**src/rtl/reset_seq_pkg.sv**
```systemverilog
// Shared types and constants for the reset sequencer.
package reset_seq_pkg;

  typedef enum logic [1:0] {
    ASSERT  = 2'd0,
    HOLD    = 2'd1,
    RELEASE = 2'd2,
    RUN     = 2'd3
  } seq_state_t;

  localparam int unsigned SYNC_DEPTH = 2;

endpackage

```
**src/rtl/reset_source_filter.sv**
```systemverilog
// One reset source: 2-flop synchroniser followed by a saturating low-counter.
// The flag asserts only after FILTER_CYCLES consecutive synchronised low
// samples; any high sample clears the counter, so release is not filtered.
module reset_source_filter
  import reset_seq_pkg::*;
#(
  parameter int unsigned FILTER_CYCLES = 4
) (
  input  logic clk,
  input  logic reset,
  input  logic resetn_source,
  output logic flag_c
);

  localparam int unsigned CNT_W = $clog2(FILTER_CYCLES + 1);
  localparam logic [CNT_W-1:0] CNT_MAX = CNT_W'(FILTER_CYCLES);

  logic [SYNC_DEPTH-1:0] sync_q;
  logic [SYNC_DEPTH-1:0] primed_q;
  logic [CNT_W-1:0]      cnt_q;

  // Synchroniser plus a primed marker: the synchroniser resets to 0, which
  // would otherwise look like a low request right after reset release.
  always_ff @(posedge clk or posedge reset) begin
    if (reset) begin
      sync_q   <= '0;
      primed_q <= '0;
    end else begin
      sync_q   <= {sync_q[SYNC_DEPTH-2:0], resetn_source};
      primed_q <= {primed_q[SYNC_DEPTH-2:0], 1'b1};
    end
  end

  // Saturating count of consecutive low synchronised samples.
  always_ff @(posedge clk or posedge reset) begin
    if (reset) begin
      cnt_q <= '0;
    end else if (!primed_q[SYNC_DEPTH-1] || sync_q[SYNC_DEPTH-1]) begin
      cnt_q <= '0;
    end else if (cnt_q != CNT_MAX) begin
      cnt_q <= cnt_q + CNT_W'(1);
    end
  end

  assign flag_c = (cnt_q == CNT_MAX);

endmodule

```
**src/rtl/reset_sequencer.sv**
```systemverilog
// Global reset generator: filtered, maskable reset sources plus an optional
// software request trigger a hold period followed by a staggered release of
// the domain resets; the sticky cause register records what triggered it.
// Build option: RESET_SEQ_SW_REQ_EN enables the software reset request.
module reset_sequencer
  import reset_seq_pkg::*;
#(
  parameter int unsigned SOURCES_WIDTH      = 4,
  parameter int unsigned OUTPUTS_COUNT      = 3,
  parameter int unsigned HOLD_COUNTER_WIDTH = 16,
  parameter int unsigned STAGE_DELAY_WIDTH  = 8,
  parameter int unsigned FILTER_CYCLES      = 4
) (
  input  logic                     clk,
  input  logic                     reset,
  input  logic [SOURCES_WIDTH-1:0] resetn_sources,
  input  logic [SOURCES_WIDTH-1:0] source_mask,
  input  logic                     sw_reset_req,
  input  logic                     cause_clear,
  output logic [OUTPUTS_COUNT-1:0] resetn_out,
  output logic                     reset_active,
  output logic [SOURCES_WIDTH:0]   reset_cause
);

  localparam int unsigned STAGE_W = (OUTPUTS_COUNT > 1) ? $clog2(OUTPUTS_COUNT) : 1;
  localparam logic [HOLD_COUNTER_WIDTH-1:0] HOLD_MAX  = '1;
  localparam logic [STAGE_DELAY_WIDTH-1:0]  DELAY_MAX = '1;
  localparam logic [STAGE_W-1:0] STAGE_LAST = STAGE_W'(OUTPUTS_COUNT - 1);

  seq_state_t                    state_q, state_nxt;
  logic [HOLD_COUNTER_WIDTH-1:0] hold_cnt_q, hold_cnt_nxt;
  logic [STAGE_W-1:0]            stage_q, stage_nxt;
  logic [STAGE_DELAY_WIDTH-1:0]  stage_cnt_q, stage_cnt_nxt;
  logic [OUTPUTS_COUNT-1:0]      resetn_nxt;
  logic                          active_nxt;
  logic [SOURCES_WIDTH:0]        cause_nxt;
  logic [SOURCES_WIDTH-1:0]      flags;
  logic                          sw_bit;
  logic [SOURCES_WIDTH:0]        trig_bits_c;
  logic                          trigger_c;

  for (genvar i = 0; i < SOURCES_WIDTH; i++) begin : g_src
    reset_source_filter #(
      .FILTER_CYCLES(FILTER_CYCLES)
    ) u_filter (
      .clk          (clk),
      .reset        (reset),
      .resetn_source(resetn_sources[i]),
      .flag_c       (flags[i])
    );
  end

`ifdef RESET_SEQ_SW_REQ_EN
  assign sw_bit = sw_reset_req;
`else
  logic unused_sw_reset_req;
  assign unused_sw_reset_req = sw_reset_req;
  assign sw_bit = 1'b0;
`endif

  assign trig_bits_c = {sw_bit, flags & ~source_mask};
  assign trigger_c   = |trig_bits_c;

  // State register.
  always_ff @(posedge clk or posedge reset) begin
    if (reset) state_q <= HOLD;
    else       state_q <= state_nxt;
  end

  // Next-state logic; a trigger outside ASSERT always restarts the sequence.
  always_comb begin
    state_nxt = state_q;
    unique case (state_q)
      ASSERT: state_nxt = HOLD;
      HOLD: begin
        if (trigger_c)                    state_nxt = ASSERT;
        else if (hold_cnt_q == HOLD_MAX)  state_nxt = (OUTPUTS_COUNT == 1) ? RUN : RELEASE;
      end
      RELEASE: begin
        if (trigger_c) state_nxt = ASSERT;
        else if (stage_cnt_q == DELAY_MAX &&
                 STAGE_W'(stage_q + STAGE_W'(1)) == STAGE_LAST) state_nxt = RUN;
      end
      RUN: if (trigger_c) state_nxt = ASSERT;
      default: state_nxt = HOLD;
    endcase
  end

  // Counter, output and cause next values derived from the transition.
  always_comb begin
    hold_cnt_nxt  = '0;
    stage_nxt     = '0;
    stage_cnt_nxt = '0;
    resetn_nxt    = '0;
    cause_nxt     = cause_clear ? '0 : reset_cause;

    if (state_q == HOLD && state_nxt == HOLD && hold_cnt_q != HOLD_MAX)
      hold_cnt_nxt = hold_cnt_q + HOLD_COUNTER_WIDTH'(1);
    else if (state_q == HOLD && state_nxt == HOLD)
      hold_cnt_nxt = hold_cnt_q;

    if (state_q == RELEASE && state_nxt == RELEASE) begin
      if (stage_cnt_q == DELAY_MAX) begin
        stage_nxt     = stage_q + STAGE_W'(1);
        stage_cnt_nxt = '0;
      end else begin
        stage_nxt     = stage_q;
        stage_cnt_nxt = stage_cnt_q + STAGE_DELAY_WIDTH'(1);
      end
    end

    for (int unsigned k = 0; k < OUTPUTS_COUNT; k++)
      resetn_nxt[k] = (state_nxt == RUN) ||
                      ((state_nxt == RELEASE) && (k <= 32'(stage_nxt)));

    active_nxt = (state_nxt != RUN);

    if (state_nxt == ASSERT) cause_nxt = cause_nxt | trig_bits_c;
  end

  // Registered counters and outputs.
  always_ff @(posedge clk or posedge reset) begin
    if (reset) begin
      hold_cnt_q   <= '0;
      stage_q      <= '0;
      stage_cnt_q  <= '0;
      resetn_out   <= '0;
      reset_active <= 1'b1;
      reset_cause  <= '0;
    end else begin
      hold_cnt_q   <= hold_cnt_nxt;
      stage_q      <= stage_nxt;
      stage_cnt_q  <= stage_cnt_nxt;
      resetn_out   <= resetn_nxt;
      reset_active <= active_nxt;
      reset_cause  <= cause_nxt;
    end
  end

endmodule

```
**config.mk**
```make
export PLATFORM = sky130hd
export DESIGN_NAME = reset_sequencer
export DESIGN_NICKNAME = d
export VERILOG_FILES = /design/src/rtl/reset_seq_pkg.sv /design/src/rtl/reset_source_filter.sv /design/src/rtl/reset_sequencer.sv
export SDC_FILE = /design/constraint.sdc
export NUM_CORES = 1
export LEC_CHECK = 0
export CORE_MARGIN = 4
export CORE_UTILIZATION = 30
export DETAILED_ROUTE_END_ITERATION = 10
export HOLD_SLACK_MARGIN = 0.12
export SYNTH_ARGS = -nofsm -noshare
export SYNTH_HDL_FRONTEND = slang
export SYNTH_SLANG_ARGS = --single-unit
```
**constraint.sdc**
```tcl
create_clock -name clk -period 2 [get_ports clk]
set_input_delay 0.3 -clock clk [delete_from_list [all_inputs] [get_ports clk]]
set_output_delay 0.3 -clock clk [all_outputs]
set_load 0.05 [all_outputs]
```
Yosys cells after proc, flatten, opt, wreduce, memory -nomap -nowiden. Cells that the tools add are included.

Output and inout bits: 9. Word-level logic and storage cells: 97. Flip-flop bits (word level): 65. Input port bits: 12.

Bitwise logic cells: 3. Order comparisons: 2. $add $sub $neg: 7. Muxes and demuxes: 22. Eq/ne operators: 20. Reduce and logical (&&, ||, !) cells: 24.

Operators with widths (number): $mux W16 (2); $mux W3 (8); $add A16 B1 Y16 const B (1); $eq A16 B16 Y1 const B (1); $mux W8 (2); $ne A16 B16 Y1 const B (1); $mux W2 (7); $add A3 B1 Y3 const B (4); $eq A3 B3 Y1 const B (4); $ne A3 B3 Y1 const B (4); $eq A2 B2 Y1 const B (5); $mux W5 (2); $add A8 B1 Y8 const B (1); $eq A8 B8 Y1 const B (1); $pmux W2 S4 (1); $reduce_bool A2 Y1 (4); $logic_or A1 B1 Y1 (7); $logic_and A1 B1 Y1 (6); $or A5 B4 Y5 (1); $and A4 B4 Y4 (1); $eq A2 B1 Y1 const B (2); $logic_not A1 Y1 (4); $logic_not A2 Y1 (2); $not A4 Y4 (1); 6 further kinds (6).

Depth between registers and ports, before layout.
Word-level depth: 12. Depth in mapped cells: 7. Depth with buffers taken out: 6.

Cells and area by module. A second synthesis with hierarchy kept.

Cell total of the unflattened synthesis: 268. Area, all modules: 2901.5 um^2.

Modules (own cells, without submodules): reset_sequencer (cells an instance 172, sequential area each 903.4 um^2, instances 1, area each 1740.4 um^2); reset_source_filter (cells an instance 24, sequential area each 175.2 um^2, instances 4, area each 290.3 um^2).

Least setup slack after synthesis. No wires, ideal clock.

Kind: reg-to-reg. Start: register g_src[0].u_filter.cnt_q[0]. End: register hold_cnt_q[3]. Clock period less this slack: 1.599 ns. Cell stages (with the launch flop): 8. Data required time: 1.931 ns. Setup slack: 0.401 ns. Arrival: 1.530 ns. Buffers on the path: 1. Cells stage by stage: dfrtp_1 inv_1 ha_1 nand3b_4 o2111ai_4 a311o_2 buf_6 nor2_2.

Word-level cells in the longest chain between the ends: 9. Elaborated cells on any way between the ends: 12.

Ends and longest elaborated chain: from (decl) (line reset_source_filter.sv:20) `logic [CNT_W-1:0] cnt_q;`; from (signal assigned) (line reset_source_filter.sv:41) `cnt_q <= cnt_q + CNT_W'(1);`; $eq A3 B3 Y1 * (line reset_source_filter.sv:45) `assign flag_c = (cnt_q == CNT_MAX);`; $and A4 B4 Y4 * (line reset_sequencer.sv:61) `assign trig_bits_c = {sw_bit, flags & ~source_mask};`; $reduce_or A4 Y1 * (line reset_sequencer.sv:62) `assign trigger_c = |trig_bits_c;`; $mux W2 (on tied branches) (line reset_sequencer.sv:84, reset_sequencer.sv:76, reset_sequencer.sv:80); $pmux W2 S4 * (line reset_sequencer.sv:73) `unique case (state_q)`; $eq A2 B1 Y1 * (line reset_sequencer.sv:97, reset_sequencer.sv:99); $logic_and A1 B1 Y1 * (line reset_sequencer.sv:97, reset_sequencer.sv:99); $logic_and A1 B1 Y1 (line reset_sequencer.sv:97) `if (state_q == HOLD && state_nxt == HOLD && hold_cnt_q != HOLD_MAX)`; $ne A2 B1 Y1 (no line) or $mux W16 (tied branches); to (signal assigned) (line reset_sequencer.sv:131) `hold_cnt_q <= hold_cnt_nxt;`; to (decl) (line reset_sequencer.sv:31) `logic [HOLD_COUNTER_WIDTH-1:0] hold_cnt_q, hold_cnt_nxt;`.

Mark *: on every way between the ends. The rest lies on a longest branch, timed or not. A chain may end at the register's enable or synchronous reset.

Final worst setup path.
Start: register reset_active. End: output port reset_active.

RTL lines: from (decl) (line reset_sequencer.sv:21) `output logic reset_active,`; from (signal assigned) (line reset_sequencer.sv:135) `reset_active <= active_nxt;`.

No word-level cell between the ends.

==> results.yml <==
outcome:
  status: "complete, no violations"
logic_synthesis:
  synthMuxAreaShare: 0
  synth_xor_area_frac: 0.0717
  synth_flop_cell: "dfrtp_1"
  seq_area_frac_synth: 0.541
  synth_compound_area_frac: 0.0740
  synth.distinct_cells: 43
  syn-cell-area_um2: 2690
  syn-mean-instance-area_um2: 10.7
  postSynth.asyncResetShare: 1.00
  synth_top_family_by_area: "simple AND/OR/NAND/NOR gates"
  synth_edf_count: 0
  synthCells: 251
  synthSimpleGateAreaFrac: 0.224
  syn_nets: 274
  synth-seq-cells: 58
  yosysWarningCount: 0
  yosys.area_share.adder: 0.0512
floorplan:
  ios: 21
  core_um2: 8720
  row_count: 34
  start_util: 0.308
  die_area_um2: 10500
  die_h_um: 103
  die_w_um: 103
route:
  route.final.wire_length_mm: 4.73
  wl_per_cell_um: 12.2
  via_count: 1805
  ant_nets: 0
  routed_via_density: 4.65
  drcViolationCount: 0
  dr.pass1.iters: 4
  drtIter0Drc: 62
setup_path:
  crit_end: "reset_active"
  cp-startpoint: "reset_active"
  path_delay_family: "buffers and inverters"
  cp-start-kind: "register"
  critPathRequiredTime_ps: 1700
  cp_num_buf_inv: 1
  crit_fanout: 1
  critical-path-slowest-cell: "clkdlybuf4s50_1"
  r2r_setup_slack_ps: 240
  max_stage_delay_ps: 790
  crit_arrival_ps: 1640
  path_depth: 1
  end_kind: "output pin"
  crit_chain: "clkdlybuf4s50_1"
  r2r_start: "hold_cnt_q[0]"
  reg2regPathDepth: 5
  r2r_end: "hold_cnt_q[11]"
  crit_type: "register to output pin"
sta:
  holdWs_ps: 343
  finalCriticalPeriod_ps: 1940
  rsz0062_at_grt: "no"
  tns_ps: 0
  finalMaxSlewViolations: 0
  worst_pin_slew_ps: 503
  relSlewSlack: 0.664
  fmax_mhz: 514
  period_share: 0.972
  finalHoldViolCount: 0
  finalSetupViolCount: 0
  setup_ws_ps: 55.2
  final.setup_skew_ps: 5.63
pwr:
  powerDensity_nw_per_um2: 861
  p_leak_uw: 0.00134
  power_uw: 2750
  peakVddDrop_mv: 0.322
cts:
  clockBufferDepth: 2
  tritoncts: "yes"
  path_clk_slew_ps: 60
  numCtsBuffers: 9
  postCtsHoldBufs: 0
  clock_latency_ps: 340
  htreeDepth: 3
  postCtsSetupRepairBufs: 0
  cts.sinks: 58
  clockRootBuffer: "clkbuf_8"
  ctsResizeCount: 0
finish:
  diodes: 0
  final_cell_mix: "dfrtp_1, nor2_1, nand2_1, clkdlybuf4s50_1, inv_1"
  nets: 299
  fin_util: 0.367
  synthToLayoutAreaGrowth_pct: 18.9
  drive_above_1_share: 0.146
  final_common_cell: "dfrtp_1"
placement:
  post-place-ws_ps: 133
  io_buffers: 18
  dp_hpwl_mm: 3.10
  routabilityCongestion: 0.756
global_route:
  antenna_found_initial: 0
  grt_util_all_layers: 0.102
  first_global_vias: 1765
  grt_pass1_wl_mm: 8.18
  grt_max_degree: 59
  grt.overflow.total: 0
min_path:
  hp-class: "primary input to async pin"
flow_run:
  maxCapViolCount: 0
## worst register-to-register path, stage by stage, from the launching register on
cell     delay (ps)
dfrtp_1         400
ha_1            250
nand3_1         200
nor2_2          250
a311o_2         450
nor2_1           90
## how the worst min path moves through the flow
stage,slack [ps],endpoint
4_1_cts,350,g_src[3].u_filter.cnt_q[0]
5_1_grt,360,g_src[3].u_filter.cnt_q[0]
6_report,340,g_src[3].u_filter.primed_q[0]
2_1_floorplan,330,g_src[0].u_filter.primed_q[1]
3_3_place_gp,330,g_src[0].u_filter.primed_q[1]
3_5_place_dp,340,g_src[0].u_filter.primed_q[1]
## registers in the layout, summed over array words and instances (netlist names)
| register | cells |
|---|---|
| g_src.u_filter.cnt_q | 12 |
| stage_q | 2 |
| g_src.u_filter.sync_q | 8 |
| reset_active | 1 |
| stage_cnt_q | 8 |
| g_src.u_filter.primed_q | 2 |
| resetn_out | 3 |
| reset_cause | 4 |
| hold_cnt_q | 16 |
| state_q | 2 |
## cells in the mapped netlist (2+ instances only)
master,n,area (µm²)
dfrtp_1,56,1400
nor2_1,24,90.1
nand2_1,18,67.6
inv_1,17,63.8
nand3_1,14,70.1
nor2_2,13,81.3
nor3_1,12,60.1
xnor2_1,12,105
ha_1,11,138
xor2_1,10,87.6
a21oi_1,7,35.0
nand2b_1,5,31.3
and3_1,3,18.8
clkbuf_1,3,11.3
nand3b_2,3,33.8
nand4_1,3,18.8
nor4_1,3,18.8
o21ai_0,3,15.0
o22ai_1,3,18.8
a41oi_1,2,17.5
and4_1,2,17.5
conb_1,2,7.51
dfstp_2,2,52.6
nand4_2,2,25.0
o211ai_1,2,15.0
or3_1,2,12.5
## power by group
part / total, µW / leakage, µW / internal [µW] / switching [µW]
Clock: 1120 / 0.000106 / 669 / 450
Combinational: 331 / 0.000462 / 124 / 207
Sequential: 1300 / 0.000767 / 1250 / 57.5
Total: 2750 / 0.00134 / 2040 / 715
## routing by layer
metal | global-route usage | routed length [µm]
met2 | 0.148 | 2050
met5 | 0 | 0
met4 | 0.0454 | 96
met3 | 0.0419 | 245
met1 | 0.133 | 2340
## cell families after synthesis
family,after synthesis
other,2
adders and majority gates,11
and+or+nand+nor,110
xor gates and xnor gates,22
AOI/OAI and AO/OA,26
DFF,58
buffers and inverters,22
## layout make-up
type	count	area (µm²)
well taps	108	135
clock buffers	13	169
flip-flops and latches	58	1450
clock inverters	2	35.0
inverters	17	63.8
multi-input cells	171	1140
repair buffers	19	200
fillers	869	5520
## through the flow
stage               area, µm²  std cells
global placement         2990        373
finish                   3200        388
floorplan                2690        251
detailed placement       2990        373
global route             3200        388
CTS                      3200        388
(Power assumes the default switching activity.)
